[src/rtl/cram_loader_if.sv]
// Host-side word handshake for the CRAM loader: one word carries WORD_W bits
// for chain A and WORD_W bits for chain B, plus a last-word marker.
interface cram_loader_if #(
  parameter int WORD_W = 8
);
  logic              in_valid;
  logic              in_ready;
  logic [WORD_W-1:0] in_dataA;
  logic [WORD_W-1:0] in_dataB;
  logic              in_last;

  modport master (
    output in_valid,
    output in_dataA,
    output in_dataB,
    output in_last,
    input  in_ready
  );

  modport slave (
    input  in_valid,
    input  in_dataA,
    input  in_dataB,
    input  in_last,
    output in_ready
  );
endinterface

[src/rtl/cram_loader.sv]
// Serial CRAM loader: accepts host words and shifts their bits, MSB first,
// into two equal-length configuration chains (A and B) in lockstep. The final
// word may be partial; only its low CHAIN_LEN mod WORD_W bits are shifted.
// A word whose last-marker disagrees with its position aborts the load and
// raises a sticky error flag.
module cram_loader #(
  parameter int CHAIN_LEN = 25,
  parameter int WORD_W    = 8
) (
  input  logic         clk,
  input  logic         rst,
  input  logic         start,
  cram_loader_if.slave host,
  output logic         cfg_en,
  output logic         cfg_dataA,
  output logic         cfg_dataB,
  output logic         busy,
  output logic         done,
  output logic         err
);

  localparam int REM       = CHAIN_LEN % WORD_W;
  localparam int LAST_BITS = (REM == 0) ? WORD_W : REM;
  localparam int CW        = $clog2(CHAIN_LEN + 1);
  localparam int KW        = $clog2(WORD_W + 1);

  typedef enum logic [1:0] {
    IDLE  = 2'd0,
    LOAD  = 2'd1,
    SHIFT = 2'd2,
    DONE  = 2'd3
  } state_t;

  state_t            state_r;
  logic [CW-1:0]     bits_left_r;   // chain bits still to be presented
  logic [KW-1:0]     word_bits_r;   // bits of the current word after the one on the wire
  logic [WORD_W-1:0] sh_a_r;
  logic [WORD_W-1:0] sh_b_r;
  logic              in_ready_r;
  logic              cfg_en_r;
  logic              cfg_a_r;
  logic              cfg_b_r;
  logic              busy_r;
  logic              done_r;
  logic              err_r;

  logic              final_s;
  logic              accept_s;
  logic              frame_ok_s;
  logic [WORD_W-1:0] al_a_s;
  logic [WORD_W-1:0] al_b_s;
  logic [KW-1:0]     nbits_s;

  // Move the meaningful bits of a partial final word up to the MSB end.
  function automatic logic [WORD_W-1:0] align_final(input logic [WORD_W-1:0] w);
    return w << (WORD_W - LAST_BITS);
  endfunction

  // Decrement that saturates at zero so the chain counter never wraps.
  function automatic logic [CW-1:0] sat_dec(input logic [CW-1:0] v);
    logic [CW-1:0] r;
    if (v != {CW{1'b0}}) begin
      r = v - {{(CW-1){1'b0}}, 1'b1};
    end else begin
      r = {CW{1'b0}};
    end
    return r;
  endfunction

  assign host.in_ready = in_ready_r;
  assign cfg_en        = cfg_en_r;
  assign cfg_dataA     = cfg_a_r;
  assign cfg_dataB     = cfg_b_r;
  assign busy          = busy_r;
  assign done          = done_r;
  assign err           = err_r;

  // Classify the word on offer: is it the final one, is its framing valid, and how is it aligned.
  always_comb begin
    final_s    = (int'(bits_left_r) <= WORD_W);
    accept_s   = host.in_valid & in_ready_r & (state_r == LOAD);
    frame_ok_s = (host.in_last == final_s);
    al_a_s     = host.in_dataA;
    al_b_s     = host.in_dataB;
    nbits_s    = KW'(WORD_W);
    if (final_s) begin
      al_a_s  = align_final(host.in_dataA);
      al_b_s  = align_final(host.in_dataB);
      nbits_s = KW'(LAST_BITS);
    end else begin
      al_a_s  = host.in_dataA;
      al_b_s  = host.in_dataB;
      nbits_s = KW'(WORD_W);
    end
  end

  // Load sequencer: state, counters and all registered outputs.
  always_ff @(posedge clk or posedge rst) begin
    if (rst) begin
      state_r     <= IDLE;
      bits_left_r <= {CW{1'b0}};
      word_bits_r <= {KW{1'b0}};
      sh_a_r      <= {WORD_W{1'b0}};
      sh_b_r      <= {WORD_W{1'b0}};
      in_ready_r  <= 1'b0;
      cfg_en_r    <= 1'b0;
      cfg_a_r     <= 1'b0;
      cfg_b_r     <= 1'b0;
      busy_r      <= 1'b0;
      done_r      <= 1'b0;
      err_r       <= 1'b0;
    end else begin
      case (state_r)
        IDLE: begin
          done_r <= 1'b0;
          if (start) begin
            state_r     <= LOAD;
            in_ready_r  <= 1'b1;
            busy_r      <= 1'b1;
            err_r       <= 1'b0;
            bits_left_r <= CW'(CHAIN_LEN);
            word_bits_r <= {KW{1'b0}};
          end else begin
            state_r <= IDLE;
          end
        end
        LOAD: begin
          if (accept_s) begin
            in_ready_r <= 1'b0;
            if (frame_ok_s) begin
              // First bit goes on the wire right away; the rest wait in the shifters.
              state_r     <= SHIFT;
              cfg_en_r    <= 1'b1;
              cfg_a_r     <= al_a_s[WORD_W-1];
              cfg_b_r     <= al_b_s[WORD_W-1];
              sh_a_r      <= al_a_s << 1;
              sh_b_r      <= al_b_s << 1;
              word_bits_r <= nbits_s - KW'(1);
              bits_left_r <= sat_dec(bits_left_r);
            end else begin
              // Framing error: nothing of this word reaches the chains.
              state_r     <= IDLE;
              busy_r      <= 1'b0;
              err_r       <= 1'b1;
              bits_left_r <= {CW{1'b0}};
            end
          end else begin
            state_r <= LOAD;
          end
        end
        SHIFT: begin
          if (word_bits_r == {KW{1'b0}}) begin
            cfg_en_r <= 1'b0;
            cfg_a_r  <= 1'b0;
            cfg_b_r  <= 1'b0;
            if (bits_left_r == {CW{1'b0}}) begin
              state_r <= DONE;
              done_r  <= 1'b1;
            end else begin
              state_r    <= LOAD;
              in_ready_r <= 1'b1;
            end
          end else begin
            cfg_a_r     <= sh_a_r[WORD_W-1];
            cfg_b_r     <= sh_b_r[WORD_W-1];
            sh_a_r      <= sh_a_r << 1;
            sh_b_r      <= sh_b_r << 1;
            word_bits_r <= word_bits_r - KW'(1);
            bits_left_r <= sat_dec(bits_left_r);
          end
        end
        DONE: begin
          state_r <= IDLE;
          done_r  <= 1'b0;
          busy_r  <= 1'b0;
        end
        default: begin
          state_r    <= IDLE;
          in_ready_r <= 1'b0;
          cfg_en_r   <= 1'b0;
          cfg_a_r    <= 1'b0;
          cfg_b_r    <= 1'b0;
          busy_r     <= 1'b0;
          done_r     <= 1'b0;
        end
      endcase
    end
  end

endmodule

[src/flat_wrapper.sv]
// flat-port wrapper written by rule: the top's interface ports become plain ports
module cram_loader_flat 
#(
  parameter int CHAIN_LEN = 25,
  parameter int WORD_W    = 8
)
  (clk, rst, start, cfg_en, cfg_dataA, cfg_dataB, busy, done, err, host_in_valid, host_in_dataA, host_in_dataB, host_in_last, host_in_ready);
  cram_loader_if #(.WORD_W(WORD_W)) host_i ();
  input  logic clk;
  input  logic rst;
  input  logic start;
  output logic cfg_en;
  output logic cfg_dataA;
  output logic cfg_dataB;
  output logic busy;
  output logic done;
  output logic err;
  input wire logic [$bits(host_i.in_valid)-1:0] host_in_valid;
  input wire logic [$bits(host_i.in_dataA)-1:0] host_in_dataA;
  input wire logic [$bits(host_i.in_dataB)-1:0] host_in_dataB;
  input wire logic [$bits(host_i.in_last)-1:0] host_in_last;
  output wire logic [$bits(host_i.in_ready)-1:0] host_in_ready;
  assign host_i.in_valid = host_in_valid;
  assign host_i.in_dataA = host_in_dataA;
  assign host_i.in_dataB = host_in_dataB;
  assign host_i.in_last = host_in_last;
  assign host_in_ready = host_i.in_ready;
  cram_loader #(.CHAIN_LEN(CHAIN_LEN), .WORD_W(WORD_W)) u_core (.clk(clk), .rst(rst), .start(start), .host(host_i), .cfg_en(cfg_en), .cfg_dataA(cfg_dataA), .cfg_dataB(cfg_dataB), .busy(busy), .done(done), .err(err));
endmodule
[config.mk]
export PLATFORM = sky130hd
export DESIGN_NAME = cram_loader_flat
export DESIGN_NICKNAME = d
export VERILOG_FILES = /design/src/rtl/cram_loader_if.sv /design/src/rtl/cram_loader.sv /design/src/flat_wrapper.sv
export SDC_FILE = /design/constraint.sdc
export NUM_CORES = 1
export LEC_CHECK = 0
export BUFFER_PORTS_ARGS = -buffer_cell sky130_fd_sc_hd__buf_2
export CAP_MARGIN = 20
export CORE_MARGIN = 1.5
export CORE_UTILIZATION = 43
export CTS_BUF_LIST = sky130_fd_sc_hd__clkbuf_8
export CTS_CLUSTER_SIZE = 10
export DETAILED_ROUTE_END_ITERATION = 8
export PLACE_DENSITY = 0.65
export RECOVER_POWER = 25
export SYNTH_ARGS = -nofsm -noshare
export SYNTH_HDL_FRONTEND = slang
export SYNTH_SLANG_ARGS = --single-unit
[constraint.sdc]
create_clock -name clk -period 2.6 [get_ports clk]
set_input_delay 0.26 -clock clk [delete_from_list [all_inputs] [get_ports clk]]
set_output_delay 0.26 -clock clk [all_outputs]
set_load 0.02 [all_outputs]
==> results.toml <==
[clock_network]
clkSlewWorstSetupHoldPaths_ns = 0.07
cts.sinks = 32
htreeDepth = 2
postCtsSetupBuffers = 0
clock_latency_ns = 0.29
post_cts_resized = 0
root_buffer = "clkbuf_8"
cts_tree = "yes"
hold_buffers = 0
cts_buffers = 5
max-clock-path-buffers = 2

[floorplanning]
die_h_um = 71.2
die_x_um = 71.2
rows = 24
start_util_pct = 45.3
core_area_mm2 = 0.00441
dieArea_mm2 = 0.00507
ioPinCount = 28

[power]
switching_share_pct = 40.3
intPower_uw = 1630
pwr-share-seq_pct = 33.0
ir_worst_vdd_v = 0.000484
p_comb_share_pct = 49.8
p_switching_uw = 1100
pwr-share-clk_pct = 17.2
finalPower_uw = 2730
p_per_area_mw_per_mm2 = 1190
leakage_uw = 0.00109

[yosys]
synth.area.top_cells = "dfrtp_1 (40%), nand2_1 (8.1%), mux2_4 (6.0%), o21ai_0 (4.5%), mux2_2 (4.5%)"
async_flop_share_pct = 100
synth_ff_type = "dfrtp_1"
synth.yosys.seq_area_share_pct = 40.1
ys_ff_latch = 32
yosysTopAreaCellShare_pct = 40.1
synthCells = 208
synth_nets = 236
synth_edf_count = 0
ys.warnings.count = 0
synth_area_leader_cell = "dfrtp_1"
avgSynthCellArea_um2 = 9.61
synth_cell_types = 53
synthesis.area_mm2 = 0.00200

[sta]
worst_pin_slew_ns = 1.69
period_minus_slack_ns = 2.17
final.period_utilization_pct = 83.4
hold_viol = 0
slew_headroom_pct = -12.6
whs_ns = 0.335
rsz0062_at_grt = "false"
slew_violations = 33
setup_slack_ns = 0.433
setup_viol = 0
clock_skew_ns = 0.00426
setup_tns_ns = 0
max_freq_mhz = 461

[cells_and_area]
final_cell_mix = "nand2_1 (43), dfrtp_1 (32), buf_2 (27)"
mostFrequentLayoutCell = "nand2_1"
layout-drive-gt1-share_pct = 28.3
antennaDiodeCount = 0
nets = 267
final_area_mm2 = 0.00230
synthToLayoutAreaGrowth_pct = 15.0
n_fill_cell = 420

[place]
gp_congestion = 0.768
port_buffers = 27
hpwlAfterDp_um = 2890
pre_cts_ws_ns = 0.441
dpl_cell_area_mm2 = 0.00219

[setup_path]
crit_family = "compound AO/OA/AOI/OAI gates"
cpMostUsedCell = "ha_1"
crit_path_end_kind = "register"
required_ns = 2.77
slowest_delay_ns = 0.41
worst_path_max_delay_cell = "dfrtp_1"
cp_num_buf_inv = 1
cp-start-kind = "register"
critPathKind = "reg -> reg"
path_cells = "inv_1 > ha_1 > nand2b_2 > a21oi_1 > mux2i_1 > ha_1 > xor2_1 > and3_2 > a221o_1"
arrival_ns = 2.34
crit_path_max_fanout = 4

[global_route]
grt_busiest_layer = "met2"
gr-usage-met3_pct = 5.56
grtUsageMet1_pct = 25.2
use_met2_pct = 25.6
grt_max_degree = 33
grt_pass1_vias = 1529
antenna_found_initial = 0
grt-ovfl-total = 0
grt_pass1_wl_um = 7170
grt_usage_pct = 17.6

[drt]
routedWlPerCell_um = 14.0
antenna_left = 0
remaining_drc_errors = 0
vias = 1569
vias_per_cell = 5.37
wl_um = 4090
drt_iter0_markers = 106
firstDrtPassIters = 6

[flow_run]
max_cap_violations = 1

[worst_hold_path]
min_path_type = "in -> reg"

[status]
violations = "max-capacitance violations, max-slew violations"
status = "finished with violations"
==> cells in the mapped netlist (all sizes together) (2+ instances only) <==
cell type,instances
nor2,5
nand2b,3
nor3,3
o31ai,2
clkbuf,6
inv,12
nand2,45
o21ai,20
mux2,17
dfrtp,32
nor4,2
nor2b,2
a21oi,8
a21o,3
o311ai,2
o22ai,3
buf,4
ha,7
a31oi,6
and4,2
and2,3
mux2i,4
==> tightest hold or removal path, delay by kind of cell <==
family                 cells  cell delay (ns)
AO/OA/AOI/OAI              2             0.17
buffers and inverters      1             0.10
AND/OR/NAND/NOR            1             0.05
==> metrics by stage <==
stage          cells  utilization (%)
4_1_cts          292             52.1
5_1_grt          292             52.0
3_5_place_dp     284             49.7
6_report         292             52.0
3_3_place_gp     284             49.7
2_1_floorplan    208                -
==> cell type report <==
| class | instances | area, um2 | share of cell area [%] |
|---|---|---|---|
| clock buffers | 5 | 68.8 | 3.00 |
| clock inverters | 3 | 38.8 | 1.69 |
| inverters | 12 | 45.0 | 1.96 |
| multi-input cells | 154 | 1090 | 47.7 |
| flip-flops and latches | 32 | 801 | 34.9 |
| well taps | 52 | 65.1 | 2.83 |
| repair buffers | 34 | 184 | 8.01 |
==> state kept, by name, summed over array words and instances, names as in the netlist <==
register	cells
u_core.bits_left_r	5
u_core.busy	1
u_core.cfg_dataA	1
u_core.cfg_dataB	1
u_core.cfg_en	1
u_core.done	1
u_core.err	1
u_core.host.in_ready	1
u_core.sh_a_r	7
u_core.sh_b_r	7
u_core.state_r	2
u_core.word_bits_r	4
==> logic make-up (layout without fill, tap and decap cells) <==
group | Yosys count | in the layout | synth area share, %
and+or+nand+nor | 73 | 73 | 18.5
AOI/OAI and AO/OA | 52 | 52 | 18.3
DFF | 32 | 32 | 40.1
buffers and inverters | 22 | 54 | 5.13
muxes | 21 | 21 | 13.1
adders and majority gates | 7 | 7 | 4.38
xor gates and xnor gates | 1 | 1 | 0.438
==> metal layers <==
metal  vias up  part of all wire, %
li1        799                    -
met1       739                   50
met2        26                   44
met3         5                  3.9
met4         0                  1.3
met5         -                    0
==> worst paths after layout <==
path | from | endpoint | cells after the start | slack, ns
setup / recovery | u_core.bits_left_r[0]$_DFFE_PP0P_ | u_core.word_bits_r[2]$_DFFE_PP0P_ | 9 | 0.43
hold / removal | start | u_core.err$_DFFE_PP0P_ | 4 | 0.33
setup reg to reg | u_core.bits_left_r[0]$_DFFE_PP0P_ | u_core.word_bits_r[2]$_DFFE_PP0P_ | 9 | 0.43
hold reg to reg | u_core.sh_b_r[1]$_DFFE_PP0P_ | u_core.sh_b_r[1]$_DFFE_PP0P_ | 1 | 0.48
max in group asynchronous | rst | u_core.bits_left_r[2]$_DFFE_PP0P_ | 3 | 1.07
min in group asynchronous | rst | u_core.cfg_en$_DFFE_PP0P_ | 3 | 0.55
==> power by group through the flow <==
stage | Combinational [uW] | Sequential [uW] | Clock (uW)
after floorplan | 1100 | 874 | 0
after global placement | 1350 | 897 | 0
after detailed placement | 1360 | 902 | 0
after CTS | 1370 | 895 | 484
after global routing | 1520 | 937 | 505
final | 1360 | 900 | 470
Note: power is estimated with default switching activity, not from simulation.
